`src/rtl/sonic_avst_pkt_gen_if.sv`:
```
// Avalon-ST source bus carried from the packet generator to its sink.
// The master modport is the packet source; the slave modport is the sink.
interface sonic_avst_pkt_gen_if #(
  parameter int DATA_W  = 64,
  parameter int EMPTY_W = 3
);
  logic [DATA_W-1:0]  out_data;
  logic               out_valid;
  logic               out_startofpacket;
  logic               out_endofpacket;
  logic [EMPTY_W-1:0] out_empty;
  logic               out_ready;

  modport master (
    output out_data,
    output out_valid,
    output out_startofpacket,
    output out_endofpacket,
    output out_empty,
    input  out_ready
  );

  modport slave (
    input  out_data,
    input  out_valid,
    input  out_startofpacket,
    input  out_endofpacket,
    input  out_empty,
    output out_ready
  );
endinterface

```
`src/rtl/sonic_avst_pkt_gen.sv`:
```
// Avalon-ST packet generator: fixed-length packets with a counting payload and idle gaps.
// Define SONIC_PKTGEN_SEQ_EN to place the 32-bit packet number in the first payload bytes.
module sonic_avst_pkt_gen #(
  parameter int DATA_W  = 64,
  parameter int EMPTY_W = 3,
  parameter int LEN_W   = 14
) (
  input  logic                 clk,
  input  logic                 reset,
  input  logic                 start,
  input  logic                 stop,
  input  logic [LEN_W-1:0]     pkt_len,
  input  logic [15:0]          pkt_count,
  input  logic [7:0]           gap_cycles,
  sonic_avst_pkt_gen_if.master src,
  output logic                 busy,
  output logic                 done,
  output logic [31:0]          pkts_sent
);

  localparam int SYM = DATA_W / 8;
`ifdef SONIC_PKTGEN_SEQ_EN
  localparam int SEQ_W = 32;
  localparam int OFF_W = LEN_W;
`else
  localparam int SEQ_W = 8;
  localparam int OFF_W = 8;
`endif

  typedef enum logic [1:0] {IDLE, SEND, GAP} state_t;

  state_t             state, next_state;
  logic [LEN_W-1:0]   len_q;
  logic [LEN_W-1:0]   rem_q;
  logic [LEN_W-1:0]   len_eff;
  logic [15:0]        left_q;
  logic               cont_q;
  logic [7:0]         gap_q;
  logic [7:0]         gap_cnt;
  logic [SEQ_W-1:0]   seq_q;
  logic               stop_pend;
  logic               beat_acc;
  logic               last_beat;
  logic               eop_acc;
  logic               more_pkts;
  logic               stop_now;
  logic [OFF_W-1:0]   beat_off;

  logic [DATA_W-1:0]  data_c;
  logic               sop_c;
  logic               eop_c;
  logic [EMPTY_W-1:0] empty_c;

  // rem_q counts bytes still to send including the beat on the bus.
  assign len_eff   = (pkt_len == '0) ? LEN_W'(1) : pkt_len;
  assign last_beat = (rem_q <= LEN_W'(SYM));
  assign beat_acc  = (state == SEND) && src.out_ready;
  assign eop_acc   = beat_acc && last_beat;
  assign more_pkts = cont_q || (left_q != 16'd1);
  assign stop_now  = stop_pend || stop;
  assign beat_off  = OFF_W'(len_q - rem_q);
  assign busy      = (state != IDLE);

`ifdef SONIC_PKTGEN_SEQ_EN
  function automatic logic [7:0] payload_byte(input logic [31:0] s, input logic [LEN_W-1:0] idx);
    logic [7:0] b;
    b = s[7:0] + idx[7:0];
    if (idx < LEN_W'(4)) begin
      case (idx[1:0])
        2'd0:    b = s[31:24];
        2'd1:    b = s[23:16];
        2'd2:    b = s[15:8];
        default: b = s[7:0];
      endcase
    end
    return b;
  endfunction
`else
  function automatic logic [7:0] payload_byte(input logic [7:0] s, input logic [7:0] idx);
    return s + idx;
  endfunction
`endif

  always_ff @(posedge clk) begin
    if (reset) state <= IDLE;
    else       state <= next_state;
  end

  always_comb begin
    next_state = state;
    case (state)
      IDLE: if (start) next_state = SEND;
      SEND: begin
        if (eop_acc) begin
          if (stop_now || !more_pkts) next_state = IDLE;
          else if (gap_q == 8'd0)     next_state = SEND;
          else                        next_state = GAP;
        end
      end
      GAP: begin
        if (stop_now)               next_state = IDLE;
        else if (gap_cnt == 8'd1)   next_state = SEND;
      end
      default: next_state = IDLE;
    endcase
  end

  // A stop seen while running is held until the current packet finishes.
  always_ff @(posedge clk) begin
    if (reset) begin
      len_q     <= '0;
      rem_q     <= '0;
      left_q    <= '0;
      cont_q    <= 1'b0;
      gap_q     <= '0;
      gap_cnt   <= '0;
      seq_q     <= '0;
      stop_pend <= 1'b0;
      pkts_sent <= '0;
      done      <= 1'b0;
    end else begin
      done      <= (state != IDLE) && (next_state == IDLE);
      stop_pend <= (state != IDLE) && (next_state != IDLE) && stop_now;
      if ((state == IDLE) && start) begin
        len_q  <= len_eff;
        rem_q  <= len_eff;
        left_q <= pkt_count;
        cont_q <= (pkt_count == 16'd0);
        gap_q  <= gap_cycles;
        seq_q  <= '0;
      end else if (beat_acc) begin
        if (last_beat) begin
          rem_q     <= len_q;
          seq_q     <= seq_q + 1'b1;
          pkts_sent <= pkts_sent + 32'd1;
          gap_cnt   <= gap_q;
          if (!cont_q) left_q <= left_q - 16'd1;
        end else begin
          rem_q <= rem_q - LEN_W'(SYM);
        end
      end else if (state == GAP) begin
        gap_cnt <= gap_cnt - 8'd1;
      end
    end
  end

  // Beat contents are a pure function of held state, so a stalled beat stays stable.
  always_comb begin
    data_c  = '0;
    sop_c   = 1'b0;
    eop_c   = 1'b0;
    empty_c = '0;
    if (state == SEND) begin
      sop_c = (rem_q == len_q);
      eop_c = last_beat;
      if (last_beat) empty_c = EMPTY_W'(LEN_W'(SYM) - rem_q);
      for (int k = 0; k < SYM; k++) begin
        if (LEN_W'(k) < rem_q)
          data_c[DATA_W-1-8*k -: 8] = payload_byte(seq_q, beat_off + OFF_W'(k));
      end
    end
  end

  assign src.out_valid         = (state == SEND);
  assign src.out_data          = data_c;
  assign src.out_startofpacket = sop_c;
  assign src.out_endofpacket   = eop_c;
  assign src.out_empty         = empty_c;

endmodule

```
`src/flat_wrapper.sv`:
```
// flat-port wrapper written by rule: the top's interface ports become plain ports
module sonic_avst_pkt_gen_flat 
#(
  parameter int DATA_W  = 64,
  parameter int EMPTY_W = 3,
  parameter int LEN_W   = 14
)
  (clk, reset, start, stop, pkt_len, pkt_count, gap_cycles, busy, done, pkts_sent, src_out_data, src_out_valid, src_out_startofpacket, src_out_endofpacket, src_out_empty, src_out_ready);
  sonic_avst_pkt_gen_if #(.DATA_W(DATA_W), .EMPTY_W(EMPTY_W)) src_i ();
  input  logic clk;
  input  logic reset;
  input  logic start;
  input  logic stop;
  input  logic [LEN_W-1:0] pkt_len;
  input  logic [15:0] pkt_count;
  input  logic [7:0] gap_cycles;
  output logic busy;
  output logic done;
  output logic [31:0] pkts_sent;
  output wire logic [$bits(src_i.out_data)-1:0] src_out_data;
  output wire logic [$bits(src_i.out_valid)-1:0] src_out_valid;
  output wire logic [$bits(src_i.out_startofpacket)-1:0] src_out_startofpacket;
  output wire logic [$bits(src_i.out_endofpacket)-1:0] src_out_endofpacket;
  output wire logic [$bits(src_i.out_empty)-1:0] src_out_empty;
  input wire logic [$bits(src_i.out_ready)-1:0] src_out_ready;
  assign src_out_data = src_i.out_data;
  assign src_out_valid = src_i.out_valid;
  assign src_out_startofpacket = src_i.out_startofpacket;
  assign src_out_endofpacket = src_i.out_endofpacket;
  assign src_out_empty = src_i.out_empty;
  assign src_i.out_ready = src_out_ready;
  sonic_avst_pkt_gen #(.DATA_W(DATA_W), .EMPTY_W(EMPTY_W), .LEN_W(LEN_W)) u_core (.clk(clk), .reset(reset), .start(start), .stop(stop), .pkt_len(pkt_len), .pkt_count(pkt_count), .gap_cycles(gap_cycles), .src(src_i), .busy(busy), .done(done), .pkts_sent(pkts_sent));
endmodule
```
`config.mk`:
```
export PLATFORM = sky130hd
export DESIGN_NAME = sonic_avst_pkt_gen_flat
export DESIGN_NICKNAME = d
export VERILOG_FILES = /design/src/rtl/sonic_avst_pkt_gen_if.sv /design/src/rtl/sonic_avst_pkt_gen.sv /design/src/flat_wrapper.sv
export SDC_FILE = /design/constraint.sdc
export NUM_CORES = 1
export LEC_CHECK = 0
export BUFFER_PORTS_ARGS = -buffer_cell sky130_fd_sc_hd__buf_2
export CORE_MARGIN = 8
export CORE_UTILIZATION = 51
export CTS_CLUSTER_DIAMETER = 80
export DETAILED_ROUTE_END_ITERATION = 16
export GPL_TIMING_DRIVEN = 0
export PLACE_DENSITY = 0.79
export SYNTH_ARGS = -nofsm -noshare
export SYNTH_HDL_FRONTEND = slang
export SYNTH_SLANG_ARGS = --single-unit
```
`constraint.sdc`:
```
create_clock -name clk -period 4.85 [get_ports clk]
set_clock_uncertainty 0.15 [all_clocks]
set_input_delay 0.2425 -clock clk [delete_from_list [all_inputs] [get_ports clk]]
set_output_delay 0.2425 -clock clk [all_outputs]
set_load 0.05 [all_outputs]
```
==> results.json <==
{
  "relSlewSlack_pct": 45.3,
  "met2_length_mm": 11.0,
  "via_count": 8022,
  "nFillCells": 1302,
  "startpoint": "u_core.rem_q[2]",
  "highest_layer": "met4",
  "cts_tree": "done",
  "hold_viol_final": 0,
  "syn_inst": 1003,
  "final_cells": 1359,
  "grt_pass1_wl_mm": 37.8,
  "clock-root-buffer": "clkbuf_16",
  "finalSetupViolations": 0,
  "die_h_um": 138,
  "synth_top_cell_by_area": "dfxtp_1",
  "grt_setup_unrepaired": "false",
  "drt_iter0_drc": 630,
  "slowest_delay_ns": 0.40,
  "drc": 0,
  "cts.sinks": 105,
  "cp_top_family": "adder cells",
  "finalNetCount": 1266,
  "firstDrtPassIters": 6,
  "fin_area_sq_um": 9090,
  "crit_chain": "buf_2 > inv_1 > ha_1 > and3b_1 > or2_2 > xor2_1 > ha_1 > ha_1 > clkbuf_1 > a21o_1 > a21oi_1 > o21ai_0 > nand3_1 > a21oi_1 > clkbuf_4",
  "finalCriticalPeriod_ns": 4.58,
  "vdd_drop_max_uv": 189,
  "cts.htree.levels": 3,
  "cp_common_cell": "ha_1",
  "dr_wl_met3_mm": 1.76,
  "wire_per_inst_um": 17.0,
  "dp.cells": 1333,
  "ys_ff_latch": 105,
  "grt.total_usage_pct": 23.2,
  "cp.buffers_inverters": 4,
  "synthArstFlopShare_pct": 0,
  "fmax_ghz": 0.218,
  "clock_path_buffers": 2,
  "multi_input_area_sq_um": 5180,
  "ys_warn_count": 0,
  "path_class": "reg2out",
  "yosys-top-cells-count": "nor2_1, dfxtp_1, nand2_1",
  "yosysUniqueCellTypes": 65,
  "layout-drive-gt1-share_pct": 16.9,
  "tightest_slew_ns": 0.821,
  "p_leak_nw": 3.74,
  "crit_path_end_kind": "primary output",
  "core.rowCount": 44,
  "rr_startpoint": "u_core.state[1]",
  "worstHoldStart": "pkt_len[11]",
  "gr-total-overflow": 0,
  "hold_path.class": "in2reg",
  "max_cap_viol_count": 0,
  "synth_edf_count": 0,
  "detailed_place.area_sq_um": 8600,
  "path_clk_slew_ns": 0.07,
  "syn_area_sq_um": 7640,
  "wirelength_mm": 23.1,
  "register_area_sq_um": 2100,
  "grt_start_max_net_pins": 18,
  "cp_max_fo": 10,
  "status": "finished clean",
  "ant_nets": 0,
  "syn_to_final_growth_pct": 19.1,
  "chipWidth_um": 138,
  "initial_core_util_pct": 52.3,
  "synth.area.top_cells": "dfxtp_1, ha_1, a21oi_1",
  "required_ns": 4.46,
  "wirelength_met1_mm": 9.73,
  "dieArea_sq_um": 19100,
  "finalPower_mw": 3.52,
  "slew_violations": 0,
  "antenna_found_initial": 0,
  "setup_tns_ns": 0,
  "synth-main-ff-cell": "dfxtp_1",
  "crit_arrival_ns": 4.19,
  "io_pins": 147,
  "seq_area_frac_synth_pct": 27.5,
  "syn_avg_cell_area_sq_um": 7.61,
  "yosys.area.top_type_share_pct": 27.5,
  "port_buffers": 146,
  "cp_slowest_cell": "clkbuf_1",
  "crit_path_start_kind": "flop",
  "viasPerCell": 5.90,
  "place_hpwl_mm": 17.8,
  "grt_pass1_vias": 7635,
  "gp_congestion": 0.933,
  "clkLatencyLatePin_ns": 0.35,
  "yosysMostFrequentCell": "nor2_1",
  "antenna_cells": 0,
  "power.density_nw_per_um2": 387,
  "numCtsBuffers": 9,
  "coreArea_sq_um": 14600,
  "fin_crit_sh_pct": 94.4,
  "synth_fp_nets": 1099
}
state kept, by name (all words and copies together) (netlist names):
name,flops
u_core.pkts_sent,32
u_core.left_q,16
u_core.len_q,14
u_core.rem_q,14
u_core.gap_cnt,8
u_core.gap_q,8
u_core.seq_q,8
u_core.state,2
u_core.cont_q,1
u_core.done,1
u_core.stop_pend,1
repair_timing:
action | in CTS | in global routing
endpoints found under the setup margin | 12 | 12
setup buffers | 0 | 2
pin swaps | 0 | 2
endpoints found under the hold margin | 11 | 0
hold buffers | 11 | 0
gates resized for setup | 3 | 10
worst reg2reg max path: cells and delay by family (launching register included):
family                 cells  cell delay [ns]
and+or+nand+nor            1             0.61
buffers and inverters      3             1.14
AOI/OAI and AO/OA          2             0.57
DFF                        1             0.30
where the power goes:
part           switching [mW]  internal, mW  total (mW)  leakage, nW
clock network           0.338         0.467       0.806        0.151
registers              0.0571         0.907       0.964        0.856
logic                    1.17         0.577        1.75         2.73
metrics by stage:
step           hold slack (ns)  utilization, %  setup WS [ns]
5_1_grt                 0.0113            62.3       0.000323
2_1_floorplan            0.228               -         0.0824
6_report                0.0166            62.3          0.272
4_1_cts                0.00391            62.1         0.0496
3_5_place_dp             0.311            58.9          0.141
3_3_place_gp             0.308            58.9          0.205
metal layers:
layer | track usage [%] | vias up
met5 | 0 | -
met4 | 8.35 | 0
met2 | 39.2 | 294
met1 | 28.3 | 3746
met3 | 5.14 | 42
li1 | - | 3940
placed cells by master, fill, tap and decap left out, types with 9 or more instances in the layout:
cell type / synthesis / layout
buf_2: 6 / 148
a31oi_1: 11 / 10
ha_1: 40 / 38
o31ai_1: 14 / 14
clkbuf_16: 0 / 9
a21oi_1: 96 / 96
dlygate4sd3_1: 0 / 11
nor4_1: 30 / 30
nand4_1: 20 / 20
nand3_1: 38 / 38
fa_1: 13 / 12
nand2_1: 102 / 102
clkbuf_1: 44 / 42
a211oi_1: 10 / 10
and2_1: 12 / 12
nor3_1: 17 / 17
o21ai_0: 43 / 43
dfxtp_1: 105 / 105
inv_1: 41 / 41
nor2_1: 106 / 106
or4_1: 24 / 24
o211ai_1: 18 / 18
and3_1: 11 / 11
xor2_1: 18 / 18
a21o_1: 17 / 17
or3_1: 20 / 20
xnor2_1: 51 / 50
kinds of logic (layout without fill, tap and decap cells):
group                      Yosys count  count (layout)  synth area share (%)
buffers and inverters              100             272                  5.18
and+or+nand+nor                    425             425                  28.7
xor gates and xnor gates            70              70                  8.21
DFF                                105             105                  27.5
AOI/OAI and AO/OA                  248             248                  20.1
adders and majority gates           53              53                  9.96
muxes                                2               2                 0.262
final cells by class:
type | count | area share, %
Inverter | 41 | 1.69
Buffer | 56 | 2.55
Multi-Input combinational cell | 798 | 57.0
Clock inverter | 6 | 1.00
Clock buffer | 10 | 2.63
Sequential cell | 105 | 23.1
Tap cell | 184 | 2.53
Timing Repair Buffer | 159 | 9.52
path summary, 6_finish.rpt:
kind              slack, ns  depth (start not counted)          endpoint
setup / recovery       0.27                         15  src_out_data[31]
hold / removal         0.02                          3  u_core.len_q[11]
setup reg to reg       2.00                          6   u_core.len_q[0]
hold reg to reg        0.33                          2   u_core.gap_q[0]
Power figures use the tool's default switching activity.
